### config.mk
export PLATFORM = sky130hd
export DESIGN_NAME = grf_wb_arbiter
export DESIGN_NICKNAME = d
export VERILOG_FILES = /design/src/rtl/grf_wb_arbiter.sv
export SDC_FILE = /design/constraint.sdc
export NUM_CORES = 1
export LEC_CHECK = 0
export ABC_AREA = 1
export CORE_ASPECT_RATIO = 1.1
export CORE_MARGIN = 5
export CORE_UTILIZATION = 49
export CTS_CLUSTER_SIZE = 24
export DETAILED_ROUTE_END_ITERATION = 8
export PLACE_DENSITY = 0.88
export SYNTH_ARGS = -nofsm -noshare
export SYNTH_HDL_FRONTEND = slang
export SYNTH_SLANG_ARGS = --single-unit
### constraint.sdc
create_clock -name clk -period 4.5 [get_ports clk]
set_clock_uncertainty 0.15 [all_clocks]
set_input_delay 0.45 -clock clk [delete_from_list [all_inputs] [get_ports clk]]
set_output_delay 0.45 -clock clk [all_outputs]
set_load 0.02 [all_outputs]
### src/rtl/grf_wb_arbiter.sv
// grf_wb_arbiter
// Shares the single GRF write port between two writeback requesters. Each
// source feeds a small FIFO, and a round-robin arbiter drains one entry per
// cycle into registered write-port outputs. The block also reports whether
// a write to either of two read addresses is still queued or on the port.
//
// Optional feature: define GRF_WB_DISPLAY_EN to print every registered
// write to a non-zero register as "@<pc>: $<reg> <= <data>".
//
// Ports:
//   clk                 system clock, rising edge
//   reset               synchronous active-low reset
//   s0_valid/s0_ready   source 0 handshake (main pipeline writeback)
//   s0_addr/data/pc     source 0 destination register, data, PC
//   s1_*                same for source 1 (long-latency unit)
//   hold                freeze draining while the GRF port is borrowed
//   we/WA/WD/WPC        registered GRF write port (enable, addr, data, PC)
//   ra1/ra2             read addresses to check for pending writes
//   pend1/pend2         a write to ra1/ra2 is queued or on the port
//   busy                any FIFO non-empty or we high
//
// Handshake: a request transfers on a rising edge where sN_valid and
// sN_ready are both 1. sN_ready depends only on registered FIFO occupancy,
// never on the same-cycle pop, so a full FIFO stays not-ready even on a
// cycle where it drains.
module grf_wb_arbiter #(
    parameter int DEPTH = 2,
    parameter int AW    = 5,
    parameter int DW    = 32
) (
    input  logic          clk,
    input  logic          reset,
    input  logic          s0_valid,
    output logic          s0_ready,
    input  logic [AW-1:0] s0_addr,
    input  logic [DW-1:0] s0_data,
    input  logic [DW-1:0] s0_pc,
    input  logic          s1_valid,
    output logic          s1_ready,
    input  logic [AW-1:0] s1_addr,
    input  logic [DW-1:0] s1_data,
    input  logic [DW-1:0] s1_pc,
    input  logic          hold,
    output logic          we,
    output logic [AW-1:0] WA,
    output logic [DW-1:0] WD,
    output logic [DW-1:0] WPC,
    input  logic [AW-1:0] ra1,
    input  logic [AW-1:0] ra2,
    output logic          pend1,
    output logic          pend2,
    output logic          busy
);
    localparam int PW = $clog2(DEPTH);
    localparam int EW = AW + 2 * DW;
    localparam logic [PW:0] FULL_CNT = (PW + 1)'(DEPTH);

    // Entry layout: {addr, data, pc}
    logic [EW-1:0] mem_q    [2][DEPTH];
    logic [PW-1:0] wr_ptr_q [2];
    logic [PW-1:0] rd_ptr_q [2];
    logic [PW:0]   cnt_q    [2];

    // Source that won the most recent tie; 1 after reset so source 0 wins first.
    logic          last_q, last_d;
    logic          we_q;
    logic [AW-1:0] wa_q;
    logic [DW-1:0] wd_q, wpc_q;

    logic [1:0]    in_valid, full, nempty, push, grant;
    logic [AW-1:0] in_addr  [2];
    logic [EW-1:0] in_entry [2];
    logic [EW-1:0] pop_entry;
    logic          hit1, hit2;
    logic [PW-1:0] off;

    assign in_valid    = {s1_valid, s0_valid};
    assign in_addr[0]  = s0_addr;
    assign in_addr[1]  = s1_addr;
    assign in_entry[0] = {s0_addr, s0_data, s0_pc};
    assign in_entry[1] = {s1_addr, s1_data, s1_pc};

    always_comb begin
        full   = 2'b00;
        nempty = 2'b00;
        push   = 2'b00;
        for (int s = 0; s < 2; s++) begin
            full[s]   = (cnt_q[s] == FULL_CNT);
            nempty[s] = (cnt_q[s] != '0);
            // Writes to $0 complete the handshake but are dropped here.
            push[s]   = in_valid[s] && !full[s] && (in_addr[s] != '0);
        end
    end

    // Round-robin: only a tie consults and updates the pointer.
    always_comb begin
        grant  = 2'b00;
        last_d = last_q;
        if (!hold) begin
            if (nempty[0] && nempty[1]) begin
                grant  = last_q ? 2'b01 : 2'b10;
                last_d = ~last_q;
            end else begin
                grant = nempty;
            end
        end
        pop_entry = grant[1] ? mem_q[1][rd_ptr_q[1]] : mem_q[0][rd_ptr_q[0]];
    end

    // A slot is live when its distance from the read pointer is below the count.
    always_comb begin
        hit1 = 1'b0;
        hit2 = 1'b0;
        off  = '0;
        for (int s = 0; s < 2; s++) begin
            for (int i = 0; i < DEPTH; i++) begin
                off = PW'(i) - rd_ptr_q[s];
                if ({1'b0, off} < cnt_q[s]) begin
                    if (mem_q[s][i][EW-1 -: AW] == ra1) hit1 = 1'b1;
                    if (mem_q[s][i][EW-1 -: AW] == ra2) hit2 = 1'b1;
                end
            end
        end
    end

    // Storage needs no reset; occupancy is tracked by the counters.
    always_ff @(posedge clk) begin
        for (int s = 0; s < 2; s++) begin
            if (push[s]) mem_q[s][wr_ptr_q[s]] <= in_entry[s];
        end
    end

    always_ff @(posedge clk) begin
        if (!reset) begin
            for (int s = 0; s < 2; s++) begin
                wr_ptr_q[s] <= '0;
                rd_ptr_q[s] <= '0;
                cnt_q[s]    <= '0;
            end
            last_q <= 1'b1;
            we_q   <= 1'b0;
            wa_q   <= '0;
            wd_q   <= '0;
            wpc_q  <= '0;
        end else begin
            for (int s = 0; s < 2; s++) begin
                if (push[s])  wr_ptr_q[s] <= wr_ptr_q[s] + PW'(1);
                if (grant[s]) rd_ptr_q[s] <= rd_ptr_q[s] + PW'(1);
                cnt_q[s] <= cnt_q[s] + {{PW{1'b0}}, push[s]} - {{PW{1'b0}}, grant[s]};
            end
            last_q <= last_d;
            we_q   <= |grant;
            if (|grant) {wa_q, wd_q, wpc_q} <= pop_entry;
        end
    end

`ifdef GRF_WB_DISPLAY_EN
    always_ff @(posedge clk) begin
        if (we_q && (wa_q != '0)) $display("@%h: $%d <= %h", wpc_q, wa_q, wd_q);
    end
`endif

    assign s0_ready = !full[0];
    assign s1_ready = !full[1];
    assign we       = we_q;
    assign WA       = wa_q;
    assign WD       = wd_q;
    assign WPC      = wpc_q;
    assign pend1    = (ra1 != '0) && (hit1 || (we_q && (wa_q == ra1)));
    assign pend2    = (ra2 != '0) && (hit2 || (we_q && (wa_q == ra2)));
    assign busy     = nempty[0] | nempty[1] | we_q;
endmodule

# After elaboration in Yosys (flattened, before gate mapping)
# Memory sizes are Yosys's and may differ from the RTL's.
# Index checks and enable logic that the tools add are counted.
# totals
ff_bits	71
latch_bits	0
mem_bits_rw	284
romBits	0
inputBits	153
out_inout_bits	75
elab_cells	132
memories	4
# memory_table
name	words	width	rd	rd_ports_with_merged_regs	wr	line	source
mem_q	2	138	2	0	2	59	logic [EW-1:0] mem_q [2][DEPTH];
cnt_q	2	2	2	0	2	62	logic [PW:0] cnt_q [2];
rd_ptr_q	2	1	2	0	2	61	logic [PW-1:0] rd_ptr_q [2];
wr_ptr_q	2	1	2	0	2	60	logic [PW-1:0] wr_ptr_q [2];
# classes
add_sub_neg	12
mul	0
div	0
magnitude_cmp	10
eq_ne	12
shift	0
mux	52
bitwise_logic	14
reduce_logical	23
# op_table
cell	count
2-to-1 mux 69 bit	9
2-to-1 mux 138 bit	2
demux 69 bit (select 1 bit)	2
== test 5 bit	10
2-to-1 mux 1 bit	34
nonzero test 5 bit	4
logical AND 1 bit	11
2-to-1 mux 2 bit	5
greater-or-equal comparator 2 bit (second input constant)	4
less-than comparator 1 x 2 -> 1 bit	4
NOT 1 -> 2 bit	4
bitwise OR 1 bit	8
adder 1 bit (second input constant)	4
adder 2 x 1 -> 2 bit	2
== test 2 bit (second input constant)	2
less-than comparator 2 x 1 -> 1 bit (second input constant)	2
nonzero test 2 bit	2
subtractor 1 bit (first input constant)	4
subtractor 2 x 1 -> 2 bit	2
zero test 1 bit	2
logical OR 1 bit	2
NOT 1 bit	2
AND reduction 2 bit	1
OR reduction 2 bit	1

# Longest topological paths before layout
# logic_depth
depth_word	11
mapped_depth	12
mapped_depth_nobuf	11

# Least setup slack after synthesis
# OpenSTA, ideal clock, no wires.
# synth_timing
path_type	input to register
startpoint	input s1_valid
endpoint	memory mem_q[0][138] (netlist name), enable pin
arrival_time_ps	3608
required_ps	3854
slack_ps	246
stages	3
n_path_buf	0
cell_sequence	a21boi_0 -> nand2_1 -> nor2_1
# synth_lines
item	line	source
from (decl)	38	input logic s1_valid,
to (decl)	59	

# Final worst setup path
# layout_timing
startpoint	input ra2[4]
endpoint	output pend2
# layout_between
elab_chain_len	11
# layout_lines
item	line	source
from (decl)	49	input logic [AW-1:0] ra2,
== test 5 bit	120	if (mem_q[s][i][EW-1 -: AW] == ra2) hit2 = 1'b1;
2-to-1 mux 1 bit	120	
2-to-1 mux 1 bit	118	if ({1'b0, off} < cnt_q[s]) begin
2-to-1 mux 1 bit	120	
2-to-1 mux 1 bit	118	
2-to-1 mux 1 bit	120	
2-to-1 mux 1 bit	118	
2-to-1 mux 1 bit	120	
2-to-1 mux 1 bit	118	
logical OR 1 bit	170	assign pend2 = (ra2 != '0) && (hit2 || (we_q && (wa_q == ra2)));
logical AND 1 bit *	170	
to (decl)	51	output logic pend2,
# Mark *: on every way between the ends. The rest lies on a longest branch, timed or not.

==> impl_metrics.toml <==
[setup_path]
cp.required_ns = 3.90
arrival_ns = 2.49
cp_max_fo = 6
crit_path_max_incr_delay_ns = 0.64
setup.worst_path.start_class = "input port"
crit_buf_inv = 3
critical_path_class = "in2out"
cpMostUsedCell = "nor2_1"
timing.rr.start = "rd_ptr_q[0][0]"
rrSetupSlack_ns = 1.93
worstRegToRegCells = 7
r2r-end = "WD[6]"
worstSetupStartpoint = "ra2[4]"
worstSetupEndpointType = "output port"
cp_slowest_cell = "clkdlybuf4s50_1"
crit_chain = "clkdlybuf4s50_1 -> inv_1 -> nand2_1 -> nand2_1 -> nor2_1 -> nand3_1 -> nand3_1 -> nor2_1 -> nor2_1 -> clkdlybuf4s50_1"
cpLargestDelayFamily = "buffers and inverters"

[timing]
whs_ns = 0.352
setup_tns_ns = 0
finalCritPeriodShare = 0.687
slew_headroom = 0.248
rsz0062_at_grt = "no"
fmax_ghz = 0.323
slew_violations = 0
tightest_slew_ns = 1.13
fin_crit_ns = 3.09
hold_viol = 0
setup_viol = 0

[placement]
gp_congestion = 0.887
dpl-instance-area_um2 = 17400
port_buffers = 227
post-dp-hpwl_mm = 24.1

[logic_synthesis]
yosys.area_share.adder = 0.00337
synthArstFlopShare = 0
syn_nets = 1602
ys_top_cells_by_area = "edfxtp_1 57%, dfxtp_1 10%, nand2_1 9.7%, inv_1 5.0%, o21ai_0 4.7%"
yosys.area_share.simple = 0.143
ys_ff_latch = 355
syn_area_um2 = 14800
muxShareOfSynthArea = 0
yosys_warnings = 0
synth_edf_count = 280
synth_top_area_share = 0.567
syn_area_per_cell_um2 = 10.3
synth_top_family_by_area = "simple AND/OR/NAND/NOR gates"
synth.yosys.seq_area_share = 0.668
synth_compound_area_frac = 0.0878
ys.flop_type = "edfxtp_1"
yosysUniqueCellTypes = 25
synth_top_area_cell = "edfxtp_1"
postSynthCellCount = 1445
synthXorXnorAreaFrac = 0.0112

[drt]
wirelength_mm = 37.3
ant_nets = 0
drt-initial-drc-count = 850
drc = 0
wl_per_cell_um = 18.1
via_count = 10739
firstDrtPassIters = 5
vias_per_cell = 5.22

[die]
die_w_um = 176
fp.dieH_um = 193
dieArea_um2 = 33900
start_util = 0.499
rows = 66
coreArea_um2 = 29700
io_pins = 228

[clock_tree]
numCtsBuffers = 36
htreeDepth = 2
ctsResizeCount = 0
cts.sinks = 355
clock_latency_ns = 0.49
cts_setup_buffers = 0
clk_pin_slew_ns = 0.06
cts_hold_buf = 0
clockBufferDepth = 3
cts_tree = "done"
clock-root-buffer = "clkbuf_16"

[worst_hold_path]
min_to = "WPC[24]"
hp-start = "WPC[24]"
min_path_cells = 2
hold_path_class = "reg2reg"

[grt]
grt.total_usage = 0.218
antenna_found_initial = 8
gr-total-overflow = 0
grt_pass1_wl_mm = 58.1
grt_pass1_vias = 10964
grt_max_degree = 82

[power]
power_density_nw_per_um2 = 567
peakVddDrop_uv = 443
power_uw = 10500
leakage_uw = 0.00756

[status]
status = "finished, final reports clean"

[final_layout]
final_core_util = 0.623
fillers = 2265
design_area_um2 = 18500
area_delta_synth_final_pct = 24.8
num-nets-final = 1806
drive_gt1_frac = 0.0740

[job]
cap_viol_max_count = 0
power breakdown:
part	internal, µW	switching [µW]
logic	1130	1910
clock network	1700	1180
registers	4260	318
metal layers:
layer | up-vias | global-route usage | wire (µm)
met5 | - | 0 | 25
met4 | 4 | 0.0849 | 1290
met3 | 80 | 0.0435 | 2480
met2 | 410 | 0.383 | 18800
met1 | 5076 | 0.267 | 14700
li1 | 5169 | - | -
flip-flops by register name, indices dropped and copies added, names as in the netlist, 2 cells and up:
register  cells
WA            5
WD           32
WPC          32
cnt_q         4
mem_q       276
rd_ptr_q      2
wr_ptr_q      2
tightest hold or removal path: stages, from the launching register on:
cell      delay (ns)
dfxtp_1         0.33
o211ai_1        0.09
inv_1           0.05
cells in the final DEF (no fill, tap or decap):
cell and count:
clkbuf_8 1, nor2_1 45, nor2_2 2, nor3_2 2, o211ai_1 69, clkinv_1 2
o21ai_0 138, ha_1 4, inv_2 44, nand2_1 384, xor2_1 19, clkbuf_1 9
nand3b_1 1, a21oi_4 1, inv_1 197, a21oi_1 11, o21a_1 1, buf_2 1
nand3_1 83, buf_12 3, clkinvlp_4 2, diode_2 8, nor2_4 4, nand2_2 2
dfxtp_1 75, bufinv_16 3, edfxtp_1 280, nor3_1 5, clkbuf_16 37, clkinv_2 10
a21boi_0 2, buf_4 11, clkdlybuf4s50_1 226, or2_2 1
cell type report:
class | instances | area, µm² | area share
antenna | 8 | 20.0 | 0.00108
multi-input combinational | 774 | 3670 | 0.198
clock buffer | 47 | 973 | 0.0526
timing repair buffer | 241 | 2410 | 0.130
sequential | 355 | 9910 | 0.535
clock inverter | 17 | 163 | 0.00878
inverter | 241 | 905 | 0.0488
tap | 374 | 468 | 0.0253
cells by family (layout without fill, tap and decap cells):
logic type,count (synthesis),in the layout
AO/OA/AOI/OAI,222,222
XOR/XNOR,19,19
adder cells (fa/ha/maj),4,4
buffers and inverters,316,546
flip-flops,355,355
other,0,8
AND/OR/NAND/NOR,529,529
how the worst max path moves through the flow:
stage | endpoint | slack (ns) | cells past startpoint
finish | pend2 | 1.41 | 10
global route | pend2 | 1.29 | 10
CTS | pend2 | 1.42 | 10
detailed placement | pend2 | 1.42 | 10
global placement | pend2 | 1.41 | 10
floorplan | mem_q[0][138] | 0.25 | 3
synthesized netlist by cell type, types with 2 or more instances:
cell / count
nand2_1: 384
edfxtp_1: 280
inv_1: 197
o21ai_0: 138
nand3_1: 83
dfxtp_1: 75
o211ai_1: 69
nor2_1: 49
inv_2: 44
buf_2: 36
clkbuf_1: 27
xor2_1: 19
a21oi_1: 11
buf_4: 10
nor3_1: 5
ha_1: 4
a21boi_0: 2
buf_6: 2
nand2_2: 2
nor2_2: 2
nor3_2: 2
metrics by stage:
stage | cells | setup slack, ns
6_report | 2057 | 1.41
5_1_grt | 2055 | 1.29
4_1_cts | 2049 | 1.42
3_5_place_dp | 1985 | 1.42
3_3_place_gp | 1985 | 1.41
2_1_floorplan | 1445 | 0.246
(Power assumes the default switching activity.)
